**src/rtl/counter_reader_pkg.sv**
```systemverilog
// counter_reader shared types: FSM encoding and default sizing.
// Imported by the interface, the wait counter and the top.
package counter_pkg;

    typedef enum logic [2:0] {
        ST_IDLE,
        ST_REQ,
        ST_WAIT,
        ST_NEXT,
        ST_DONE
    } state_t;

    localparam int NUM_CNT_DEF = 5;
    localparam int DATA_W_DEF  = 5;
    localparam int TIMEOUT_DEF = 4;
    localparam int IDX_W       = 3;

    function automatic int wait_w(input int timeout);
        return $clog2(timeout + 1);
    endfunction

endpackage

```
**src/rtl/counter_reader_if.sv**
```systemverilog
// Request/response link between counter_reader and the FIFO pop counters.
// master = reader side, slave = counter side.
interface counter_reader_if
    import counter_pkg::*;
#(
    parameter int DATA_W = DATA_W_DEF
);
    logic             req;
    logic [IDX_W-1:0] idx;
    logic             valid;
    logic [DATA_W-1:0] data_out;

    modport master (
        output req,
        output idx,
        input  valid,
        input  data_out
    );

    modport slave (
        input  req,
        input  idx,
        output valid,
        output data_out
    );
endinterface

```
**src/rtl/counter_reader_timeout_cnt.sv**
```systemverilog
// Loadable wait counter; expire marks the TIMEOUT-th cycle after a request.
module reader_timeout_cnt
    import counter_pkg::*;
#(
    parameter int TIMEOUT = TIMEOUT_DEF,
    parameter int W       = wait_w(TIMEOUT)
) (
    input  logic clk,
    input  logic reset,
    input  logic load,
    input  logic en,
    output logic expire
);
    logic [W-1:0] cnt;

    always_ff @(posedge clk) begin
        if (reset) begin
            cnt <= '0;
        end else if (load) begin
            cnt <= '0;
        end else if (en && cnt != W'(TIMEOUT)) begin
            cnt <= cnt + W'(1);
        end
    end

    // cnt counts completed wait cycles; this cycle is elapsed number cnt+1
    assign expire = (cnt == W'(TIMEOUT - 1));

endmodule

```
**src/rtl/counter_reader.sv**
```systemverilog
// Sweeps all counters, shadows the replies, commits them atomically.
// Optional COUNTER_READER_SUM_EN adds a committed running total output.
module counter_reader
    import counter_pkg::*;
#(
    parameter int NUM_CNT = NUM_CNT_DEF,
    parameter int DATA_W  = DATA_W_DEF,
    parameter int TIMEOUT = TIMEOUT_DEF
) (
    input  logic                        clk,
    input  logic                        reset,
    input  logic                        start,
    input  logic                        idle_in,
    counter_reader_if.master            bus,
    output logic                        busy,
    output logic                        done,
    output logic                        err_timeout,
    output logic                        err_abort,
`ifdef COUNTER_READER_SUM_EN
    output logic [DATA_W+2:0]           total,
`endif
    output logic [NUM_CNT*DATA_W-1:0]   counts
);
    state_t state;
    state_t state_nx;

    logic [IDX_W-1:0]  idx;
    logic [DATA_W-1:0] shadow [NUM_CNT];

    logic expire;
    logic active;
    logic abort;
    logic last;
    logic kick;
    logic capture;
    logic timed_out;
    logic commit;

    assign active    = (state == ST_REQ) || (state == ST_WAIT) ||
                       (state == ST_NEXT);
    assign abort     = active && !idle_in;
    assign last      = (idx == IDX_W'(NUM_CNT - 1));
    assign kick      = (state == ST_IDLE) && start && idle_in;
    assign capture   = (state == ST_WAIT) && idle_in && bus.valid;
    assign timed_out = (state == ST_WAIT) && idle_in && !bus.valid &&
                       expire;
    assign commit    = (state == ST_NEXT) && idle_in && last;

    reader_timeout_cnt #(
        .TIMEOUT (TIMEOUT)
    ) u_wait (
        .clk    (clk),
        .reset  (reset),
        .load   (state == ST_REQ),
        .en     (state == ST_WAIT),
        .expire (expire)
    );

    always_ff @(posedge clk) begin
        if (reset) begin
            state <= ST_IDLE;
        end else begin
            state <= state_nx;
        end
    end

    always_comb begin
        state_nx = state;
        bus.req  = 1'b0;
        busy     = 1'b0;
        done     = 1'b0;
        unique case (state)
            ST_IDLE: begin
                if (kick) state_nx = ST_REQ;
            end
            ST_REQ: begin
                bus.req  = 1'b1;
                busy     = 1'b1;
                state_nx = abort ? ST_IDLE : ST_WAIT;
            end
            ST_WAIT: begin
                busy = 1'b1;
                if (abort) begin
                    state_nx = ST_IDLE;
                end else if (bus.valid || expire) begin
                    state_nx = ST_NEXT;
                end
            end
            ST_NEXT: begin
                busy = 1'b1;
                if (abort) begin
                    state_nx = ST_IDLE;
                end else if (last) begin
                    state_nx = ST_DONE;
                end else begin
                    state_nx = ST_REQ;
                end
            end
            ST_DONE: begin
                done     = 1'b1;
                state_nx = ST_IDLE;
            end
            default: begin
                state_nx = ST_IDLE;
            end
        endcase
    end

    assign bus.idx = idx;

    always_ff @(posedge clk) begin
        if (reset) begin
            idx         <= '0;
            err_timeout <= 1'b0;
            err_abort   <= 1'b0;
            counts      <= '0;
            for (int i = 0; i < NUM_CNT; i++) begin
                shadow[i] <= '0;
            end
        end else begin
            if (kick) begin
                idx         <= '0;
                err_timeout <= 1'b0;
                err_abort   <= 1'b0;
                for (int i = 0; i < NUM_CNT; i++) begin
                    shadow[i] <= '0;
                end
            end
            if (capture) begin
                shadow[idx] <= bus.data_out;
            end
            if (timed_out) begin
                shadow[idx] <= '0;
                err_timeout <= 1'b1;
            end
            if (abort) begin
                idx       <= '0;
                err_abort <= 1'b1;
            end
            if (state == ST_NEXT && idle_in) begin
                idx <= last ? '0 : idx + IDX_W'(1);
            end
            // snapshot lands with the NEXT->DONE edge so it is valid with done
            if (commit) begin
                for (int i = 0; i < NUM_CNT; i++) begin
                    counts[i*DATA_W +: DATA_W] <= shadow[i];
                end
            end
        end
    end

`ifdef COUNTER_READER_SUM_EN
    logic [DATA_W+2:0] sum_sh;

    always_ff @(posedge clk) begin
        if (reset) begin
            sum_sh <= '0;
            total  <= '0;
        end else begin
            if (kick) begin
                sum_sh <= '0;
            end else if (capture) begin
                sum_sh <= sum_sh + (DATA_W+3)'(bus.data_out);
            end
            if (commit) begin
                total <= sum_sh;
            end
        end
    end
`endif

endmodule

```
**src/flat_wrapper.sv**
```systemverilog
// flat-port wrapper written by rule: the top's interface ports become plain ports
module counter_reader_flat import counter_pkg::*;
#(
    parameter int NUM_CNT = NUM_CNT_DEF,
    parameter int DATA_W  = DATA_W_DEF,
    parameter int TIMEOUT = TIMEOUT_DEF
)
  (clk, reset, start, idle_in, busy, done, err_timeout, err_abort, counts, bus_req, bus_idx, bus_valid, bus_data_out);
  counter_reader_if #(.DATA_W(DATA_W)) bus_i ();
  input  logic clk;
  input  logic reset;
  input  logic start;
  input  logic idle_in;
  output logic busy;
  output logic done;
  output logic err_timeout;
  output logic err_abort;
  output logic [NUM_CNT*DATA_W-1:0] counts;
  output wire logic [$bits(bus_i.req)-1:0] bus_req;
  output wire logic [$bits(bus_i.idx)-1:0] bus_idx;
  input wire logic [$bits(bus_i.valid)-1:0] bus_valid;
  input wire logic [$bits(bus_i.data_out)-1:0] bus_data_out;
  assign bus_req = bus_i.req;
  assign bus_idx = bus_i.idx;
  assign bus_i.valid = bus_valid;
  assign bus_i.data_out = bus_data_out;
  counter_reader #(.NUM_CNT(NUM_CNT), .DATA_W(DATA_W), .TIMEOUT(TIMEOUT)) u_core (.clk(clk), .reset(reset), .start(start), .idle_in(idle_in), .bus(bus_i), .busy(busy), .done(done), .err_timeout(err_timeout), .err_abort(err_abort), .counts(counts));
endmodule
```
**config.mk**
```make
export PLATFORM = sky130hd
export DESIGN_NAME = counter_reader_flat
export DESIGN_NICKNAME = d
export VERILOG_FILES = /design/src/rtl/counter_reader_pkg.sv /design/src/rtl/counter_reader_if.sv /design/src/rtl/counter_reader_timeout_cnt.sv /design/src/rtl/counter_reader.sv /design/src/flat_wrapper.sv
export SDC_FILE = /design/constraint.sdc
export NUM_CORES = 1
export LEC_CHECK = 0
export BUFFER_PORTS_ARGS = -buffer_cell sky130_fd_sc_hd__buf_2
export CAP_MARGIN = 20
export CORE_ASPECT_RATIO = 1.2
export CORE_MARGIN = 2
export CORE_UTILIZATION = 59
export CTS_CLUSTER_SIZE = 25
export DETAILED_ROUTE_END_ITERATION = 12
export PLACE_DENSITY = 0.82
export RECOVER_POWER = 50
export SLEW_MARGIN = 20
export SYNTH_ARGS = -nofsm -noshare
export SYNTH_HDL_FRONTEND = slang
export SYNTH_SLANG_ARGS = --single-unit
```
**constraint.sdc**
```tcl
create_clock -name clk -period 3.1 [get_ports clk]
set_clock_uncertainty 0.1 [all_clocks]
set_input_delay 0.62 -clock clk [delete_from_list [all_inputs] [get_ports clk]]
set_output_delay 0.62 -clock clk [all_outputs]
set_load 0.005 [all_outputs]
```
# After elaboration in Yosys (flattened, before gate mapping)
# Memories as Yosys holds them, arrays and structs flattened. A register that Yosys moved wholly into a read port is not among the register bits.
# Index checks and enable logic that the tools add are counted.
[op_classes]
n_addsub = 2
eq_ne = 9
n_mux = 37
bitwise = 6
reduce_logical = 23
[op_table]
columns = ["operator", "n"]
rows = [
  ["$mux 5", 7],
  ["$mux 3", 10],
  ["$mux 1", 18],
  ["$pmux 3 s4", 1],
  ["$logic_and 1x1->1", 10],
  ["$eq 3x2->1 const B", 3],
  ["$add 3x1->3 const B", 2],
  ["$eq 3x3->1 const B", 2],
  ["$or 1x1->1", 6],
  ["$reduce_or 5->1", 1],
  ["$reduce_bool 2->1", 2],
  ["$eq 3x1->1 const B", 1],
  ["$logic_not 3->1", 1],
  ["$logic_or 1x1->1", 3],
  ["$ne 3x1->1 const B", 1],
  ["$ne 3x3->1 const B", 1],
  ["$reduce_bool 3->1", 1],
  ["$reduce_or 3->1", 1],
  ["$logic_not 1->1", 2],
  ["$mux 2", 1],
  ["$ne 2x1->1 const B", 1],
  ["$reduce_and 2->1", 1],
  ["$reduce_or 2->1", 1],
]
[word_totals]
reg_bits = 11
mem_bits_rw = 25
input_bits = 10
out_inout_bits = 33
wordCells = 83
memories = 1
[mem_list]
columns = ["name", "depth", "width", "read_ports", "rd_ports_with_merged_regs", "wr", "line_no", "rtl"]
rows = [
  ["u_core.shadow", 5, 5, 5, 5, 5, "counter_reader.sv:28", "logic [DATA_W-1:0] shadow [NUM_CNT];"],
]

# Depth between registers and ports, before layout
# Gate-level depths: netlist of the first run.
[logic_depth]
depth_word = 10
mapped_depth = 8
ltp_nobuf = 6

# Cells and area by module
# Synthesis of the first run repeated with hierarchy kept, for this count alone.
[hier_totals]
hier_cells = 255
hier_area_um2 = 2492.4
[by_module_without_submodules]
columns = ["mod", "n_inst", "cells_per_inst", "area_each_um2", "seq_area_each_um2"]
rows = [
  ["counter_reader", 1, 237, 2312.2, 1411.4],
  ["reader_timeout_cnt", 1, 18, 180.2, 60.1],
]

# Worst setup path after synthesis of the first run
# No wires, ideal clock.
[synth_path]
path_kind = "input -> register"
startpoint = "input port reset"
endpoint = "memory u_core.shadow[1][0] (netlist name) (enable)"
setup_ns = 0.346
t_arrival_ns = 1.836
t_required_ns = 2.654
path_slack_ns = 0.818
cell_stages = 6
path_buffers = 2
cell_sequence = "buf_6 > and3b_1 > nand2_1 > or4_1 > buf_2 > o21ai_1"
[synth_lines]
columns = ["element", "line_no", "rtl"]
rows = [
  ["start: declaration", "flat_wrapper.sv:11", "input logic reset;"],
  ["end: declaration", "counter_reader.sv:28", ""],
]

==> qor.txt, run 1 <==
top-level port count: 43
worst-path maximum fanout: 13
Post-CTS Setup Bufs: 0
drt drc: 0
maxcap violations: 0
Clk pwr share: 38.4%
worst setup path endpoint: u_core.shadow[1][1]$_SDFFCE_PN0P_
top cell type's share of synthesized area: 30.5%
total length of routed wires: 4960 µm
Peak VDD IR: 0.294 mV
nets@finish: 314
TNS Setup: 0 ns
core area: 0.00397 mm²
post-synthesis sequential area ratio: 59.8%
Distinct cells, synth: 36
FF-to-FF Start: u_core.state[1]$_SDFFE_PP0P_
flop-to-flop setup slack: 0.76 ns
Vias/cell: 5.44
#FFs+latches synth: 61
Final Wtd Congestion: 0.946
final worst-path cycle share: 75.6%
hold-fix buffers at CTS: 0
Worst-path clk slew: 0.06 ns
initial antenna violation count: 0
Final WS setup: 0.756 ns
TritonRoute pass-1 iters: 4
Via Count: 1941
min Tclk post-route: 2.34 ns
switching power summed over all nets: 336 µW
Worst-Margin Slew: 0.789 ns
fin. max-slew vios: 0
root buffer cell: clkbuf_8
Worst EP required: 2.98 ns
Seq pwr share: 57.9%
row count: 25
logic gate share of total power: 3.7%
first-pass GRT wire length: 8120 µm
YS warnings: 0
post-cts gate resize count: 0
# diodes: 0
cell count after placement: 342
vias in the first global route: 1724
CP Class: reg2reg
Setup crit start: u_core.state[1]$_SDFFE_PP0P_
Arrival @ worst endpoint: 2.23 ns
clk sinks: 61
final setup violation count: 0
Yosys top cell by area: edfxtp_1
clk_lat worst skew: 0.34 ns
detailed router's first-iteration violation count: 139
P&R area growth vs syn: 13.4%
fraction of layout cells with a size suffix above 1: 15.2%
relative slew slack: 47.4%
H-tree depth: 3
WL/cell: 13.9 µm
cell area after synthesis: 0.00246 mm²
Pwr Density: 532 mW/mm²
Pleak: 0.00106 µW
Mapped Cells: 258
gr ovfl total: 0
Tot GR Track Use: 23.2%
switch share: 22.6%
ANT nets after route: 0
largest net degree at the start of global routing: 30
fillcell total: 355
Finished Layout Cells: 357
Fmax achieved: 427 MHz
CP endpoint kind: flop
die area: 0.00471 mm²
top post-synthesis cells by area: edfxtp_1 30%, dfxtp_1 29%, nand2_1 9.6%, a21oi_1 5.5%, nor2_1 5.5%
Max clock buf depth: 2
Worst Reg2Reg Path Length in Cells: 4
CP Launch Type: flop
outcome: finished, final reports clean
reg2reg end: u_core.shadow[1][1]$_SDFFCE_PN0P_
Worst Hold Class: reg2reg
final hold viol count: 0
TritonCTS clock tree: yes
Port Buffers: 42
die height: 74.8 µm
RSZ-0062 raised after global routing: no
Synth Net Count: 273
hold_ws: 0.350 ns
Mean Syn Cell Area: 9.54 µm²
Place WS: 0.560 ns
Die W: 63.0 µm
CTS Buf Count: 9
DP HPWL: 3520 µm
Pint: 1150 µW
initial core utilization: 62.0%
per-layer routing:
metal,share of wire [%],vias to the layer above,global-route usage (%)
li1,-,954,-
met1,40,890,27.0
met2,51,85,40.3
met3,6.5,12,5.83
met4,2.4,0,12.3
met5,0,-,0
power by group through the flow:
stage | clock network (µW) | logic [µW] | registers, µW
after CTS | 570 | 54.7 | 861
after global routing | 610 | 60.4 | 862
final | 571 | 55.0 | 861
after global placement | 0 | 52.6 | 878
after floorplan | 0 | 35.9 | 875
after detailed placement | 0 | 54.6 | 879
how the worst min path moves through the flow:
stage	startpoint	to	slack, ns	cells past startpoint
after global placement	counts[12]$_SDFFE_PP0P_	counts[12]$_SDFFE_PP0P_	0.34	2
final	counts[0]$_SDFFE_PP0P_	counts[0]$_SDFFE_PP0P_	0.35	2
after CTS	counts[16]$_SDFFE_PP0P_	counts[16]$_SDFFE_PP0P_	0.35	2
after detailed placement	counts[16]$_SDFFE_PP0P_	counts[16]$_SDFFE_PP0P_	0.34	2
after global routing	counts[22]$_SDFFE_PP0P_	counts[22]$_SDFFE_PP0P_	0.37	2
after floorplan	counts[0]$_SDFFE_PP0P_	counts[0]$_SDFFE_PP0P_	0.35	2
synth_stat cells:
master and instances:
inv_1 8, clkbuf_1 3, mux2i_1 1, o31ai_1 2, and3b_1 2, nand3b_1 1
dfxtp_1 36, buf_2 8, a32o_1 1, nand2_1 63, nand3_1 4, o41ai_1 1
nor2b_1 1, ha_1 5, a31oi_1 2, or3_1 1, or4_1 4, a21oi_1 27
nand4_1 1, nor3_4 1, nor3_1 2, a211oi_1 1, nor2_2 1, and2_1 1
o21ai_0 4, a31o_2 1, nor4b_1 1, nor2_1 36, nand2b_1 1, buf_6 3
nand2b_4 1, o22ai_1 1, edfxtp_1 25, or2_2 2, xnor2_1 1, o21ai_1 5
critical path, stage by stage (launching register included):
cell and delay, ns:
dfxtp_1 0.56, and3b_1 0.23, nand2_1 0.10, or4_1 0.54
o21ai_1 0.45
cell usage in the layout, fill, tap and decap left out, types with 2 or more instances in the layout:
| cell | synthesis | final |
|---|---|---|
| clkinv_2 | 0 | 3 |
| nand3_1 | 4 | 4 |
| inv_1 | 8 | 8 |
| and3b_1 | 2 | 2 |
| nor3_1 | 2 | 2 |
| ha_1 | 5 | 5 |
| or4_1 | 4 | 4 |
| o21ai_1 | 5 | 5 |
| a21oi_1 | 27 | 27 |
| edfxtp_1 | 25 | 25 |
| buf_4 | 0 | 2 |
| clkbuf_1 | 3 | 16 |
| nor2_1 | 36 | 37 |
| o21ai_0 | 4 | 4 |
| or2_2 | 2 | 2 |
| clkbuf_8 | 0 | 9 |
| nand2b_1 | 1 | 2 |
| dfxtp_1 | 36 | 36 |
| nand2_1 | 63 | 63 |
| o31ai_1 | 2 | 2 |
| buf_2 | 8 | 28 |
| a31oi_1 | 2 | 2 |
through the flow:
stage	area, µm²	utilization (%)	power, µW
after floorplan	2460	-	911
after global placement	2670	67.2	931
after detailed placement	2670	67.2	933
after CTS	2820	71.0	1490
after global routing	2790	70.3	1530
final	2790	70.3	1490
kinds of logic (layout without fill, tap and decap cells):
logic type,count (synthesis),in the layout,share of synthesized area [%]
mux,1,1,0.407
buf+inv,22,67,4.67
flops,61,61,59.8
fa+ha+maj,5,5,2.54
compound gates,45,45,10.1
simple gates,123,123,22.2
xor+xnor,1,1,0.356
registers in the layout (all words and copies together), names as in the netlist:
name	count
counts	25
u_core.shadow	25
u_core.bus.idx	3
u_core.state	3
u_core.u_wait.cnt	3
u_core.err_abort	1
u_core.err_timeout	1
layout make-up:
class | count | area [µm²] | area share, %
sequential | 61 | 1470 | 52.7
tap | 54 | 67.6 | 2.42
timing repair buffer | 44 | 208 | 7.44
clock buffer | 12 | 135 | 4.84
inverter | 8 | 30.0 | 1.08
clock inverter | 3 | 15.0 | 0.538
multi-input combinational | 175 | 866 | 31.0
Power figures use the tool's default switching activity.
==> inputs of run 2 (changes only) <==
Settings changed: CORE_UTILIZATION 59 to 49, PLACE_DENSITY 0.82 to 0.73.
Clock period 3.1 ns to 2 ns, I/O delays scaled along.
==> qor.txt, run 2 (synthesized netlist as in run 1, its figures left out) <==
outcome: finished, final reports clean (unchanged)
TritonRoute pass-1 iters: 4 (unchanged)
Fmax achieved: 531 MHz
vias in the first global route: 1816 (was 1724)
CP Cell Sequence: clkbuf_1, nand2b_4, nor2_1, buf_2 (was and3b_1, nand2_1, or4_1, o21ai_1)
Place WS: -0.00593 ns (was 0.560 ns)
root buffer cell: clkbuf_8 (unchanged)
Vias/cell: 5.08 (was 5.44)
gr ovfl total: 0 (unchanged)
Post-CTS Setup Bufs: 0 (unchanged)
TritonCTS clock tree: yes (unchanged)
drt drc: 0 (unchanged)
most common cell after layout, fill and taps aside: nand2_1 (unchanged)
row count: 28 (was 25)
Pwr Density: 861 mW/mm² (was 532 mW/mm²)
Regs by FF count: counts x25, u_core.shadow x25 (unchanged)
final worst-path cycle share: 94.1%
core area: 0.00490 mm² (was 0.00397 mm²)
logic gate share of total power: 3.9% (was 3.7%)
cell count after placement: 366 (was 342)
initial antenna violation count: 0 (unchanged)
Multi-input gate area: 891 µm² (was 866 µm²)
Via Count: 1941 (unchanged)
CP endpoint kind: output port (was flop)
top-level port count: 43 (unchanged)
Arrival @ worst endpoint: 1.38 ns (was 2.23 ns)
switch share: 20.5% (was 22.6%)
hold-fix buffers at CTS: 0 (unchanged)
Worst Hold Class: in2reg (was reg2reg)
Die W: 68.7 µm (was 63.0 µm)
clk sinks: 61 (unchanged)
first-pass GRT wire length: 7910 µm (was 8120 µm)
total length of routed wires: 4940 µm (was 4960 µm)
commonest non-fill, non-tap cells in the layout: 63 x nand2_1, 36 x nor2_1, 36 x dfxtp_1 (was 63 x nand2_1, 37 x nor2_1, 36 x dfxtp_1)
P&R area growth vs syn: 21.8% (was 13.4%)
Finished Layout Cells: 382 (was 357)
Port Buffers: 42 (unchanged)
fraction of layout cells with a size suffix above 1: 19.6% (was 15.2%)
FF+latch area: 0.00147 mm² (unchanged)
largest net degree at the start of global routing: 26 (was 30)
Worst-path clk slew: 0.06 ns (about the same)
DP HPWL: 3450 µm (was 3520 µm)
clk_lat worst skew: 0.34 ns (about the same)
CTS Buf Count: 9 (unchanged)
Max clock buf depth: 2 (unchanged)
min Tclk post-route: 1.88 ns
# diodes: 0 (unchanged)
maxcap violations: 0 (unchanged)
Worst EP required: 1.50 ns (was 2.98 ns)
fillcell total: 444 (was 355)
relative slew slack: 49.9% (was 47.4%)
detailed router's first-iteration violation count: 90 (was 139)
initial core utilization: 50.2% (was 62.0%)
Clk pwr share: 44.5% (was 38.4%)
ANT nets after route: 0 (unchanged)
max incr delay on CP: 0.34 ns (was 0.56 ns)
WL/cell: 12.9 µm (was 13.9 µm)
Worst-Margin Slew: 0.748 ns (was 0.789 ns)
Seq pwr share: 51.5% (was 57.9%)
post-cts gate resize count: 0 (unchanged)
nets@finish: 332 (was 314)
Peak VDD IR: 0.570 mV (was 0.294 mV)
H-tree depth: 3 (unchanged)
die area: 0.00561 mm² (was 0.00471 mm²)
die height: 81.7 µm (was 74.8 µm)
Pleak: 0.00115 µW (was 0.00106 µW)
Final WS setup: 0.119 ns (was 0.756 ns)
worst-path maximum fanout: 7 (was 13)
RSZ-0062 raised after global routing: no (unchanged)
Pint: 2050 µW (was 1150 µW)
final setup violation count: 0 (unchanged)
Worst path slowest cell: dfxtp_1 (unchanged)
CP Class: reg2out (was reg2reg)
CP Launch Type: flop (unchanged)
hold_ws: 0.323 ns (was 0.350 ns)
Tot GR Track Use: 20.0% (was 23.2%)
fin. max-slew vios: 0 (unchanged)
TNS Setup: 0 ns (unchanged)
Final Wtd Congestion: 0.902 (was 0.946)
final hold viol count: 0 (unchanged)
switching power summed over all nets: 530 µW (was 336 µW)
run 2: cell types whose count changed in the layout (fill, tap and decap cells not counted), moves of 2 or more:
cell / change
buf_2: -3
buf_4: +10
bufinv_16: +2
clkbuf_1: +9
o21ai_1: -4
o21ai_2: +4
run 2: power by group through the flow:
stage | clock [µW] | sequential, µW | combinational [µW]
floorplan | 0 | 1360 | 58.8
global placement | 0 | 1360 | 101
detailed placement | 0 | 1360 | 103
CTS | 1180 | 1330 | 103
global route | 1230 | 1330 | 112
finish | 1150 | 1330 | 101
run 2: final timing paths:
check / from / to / slack [ns] / cells after the start
hold reg to reg: counts[4]$_SDFFE_PP0P_ / counts[4]$_SDFFE_PP0P_ / 0.35 / 2
hold / removal: bus_valid / u_core.err_timeout$_SDFFE_PP0P_ / 0.32 / 3
setup / recovery: u_core.state[2]$_SDFFE_PP0P_ / bus_req / 0.12 / 4
setup reg to reg: u_core.state[2]$_SDFFE_PP0P_ / u_core.shadow[1][2]$_SDFFCE_PN0P_ / 0.14 / 4
run 2: worst max-delay path: cells and delay by family (launching register included):
family | cells | cell delay [ns]
buffers and inverters | 2 | 0.40
flip-flops | 1 | 0.34
AND/OR/NAND/NOR | 2 | 0.31
run 2: through the flow:
step | total power, µW | util (%) | area (µm²)
final | 2580 | 61.2 | 3000
after CTS | 2610 | 62.1 | 3050
after detailed placement | 1460 | 57.9 | 2840
after floorplan | 1420 | - | 2480
after global routing | 2680 | 61.2 | 3000
after global placement | 1460 | 57.9 | 2840
run 2: final cells by class:
cell class	count	area share [%]
timing repair buffer	62	10.9
clock buffer	11	4.38
tap	60	2.50
inverter	8	1.00
multi-input combinational	175	29.7
clock inverter	5	2.50
sequential	61	49.0
run 2: layer usage:
| metal | up-vias | routed length, µm | track usage, % |
|---|---|---|---|
| met5 | - | 0 | 0 |
| met4 | 0 | 143 | 14.3 |
| met3 | 13 | 369 | 7.12 |
| met2 | 64 | 2320 | 30.5 |
| met1 | 876 | 2100 | 23.1 |
| li1 | 988 | - | - |
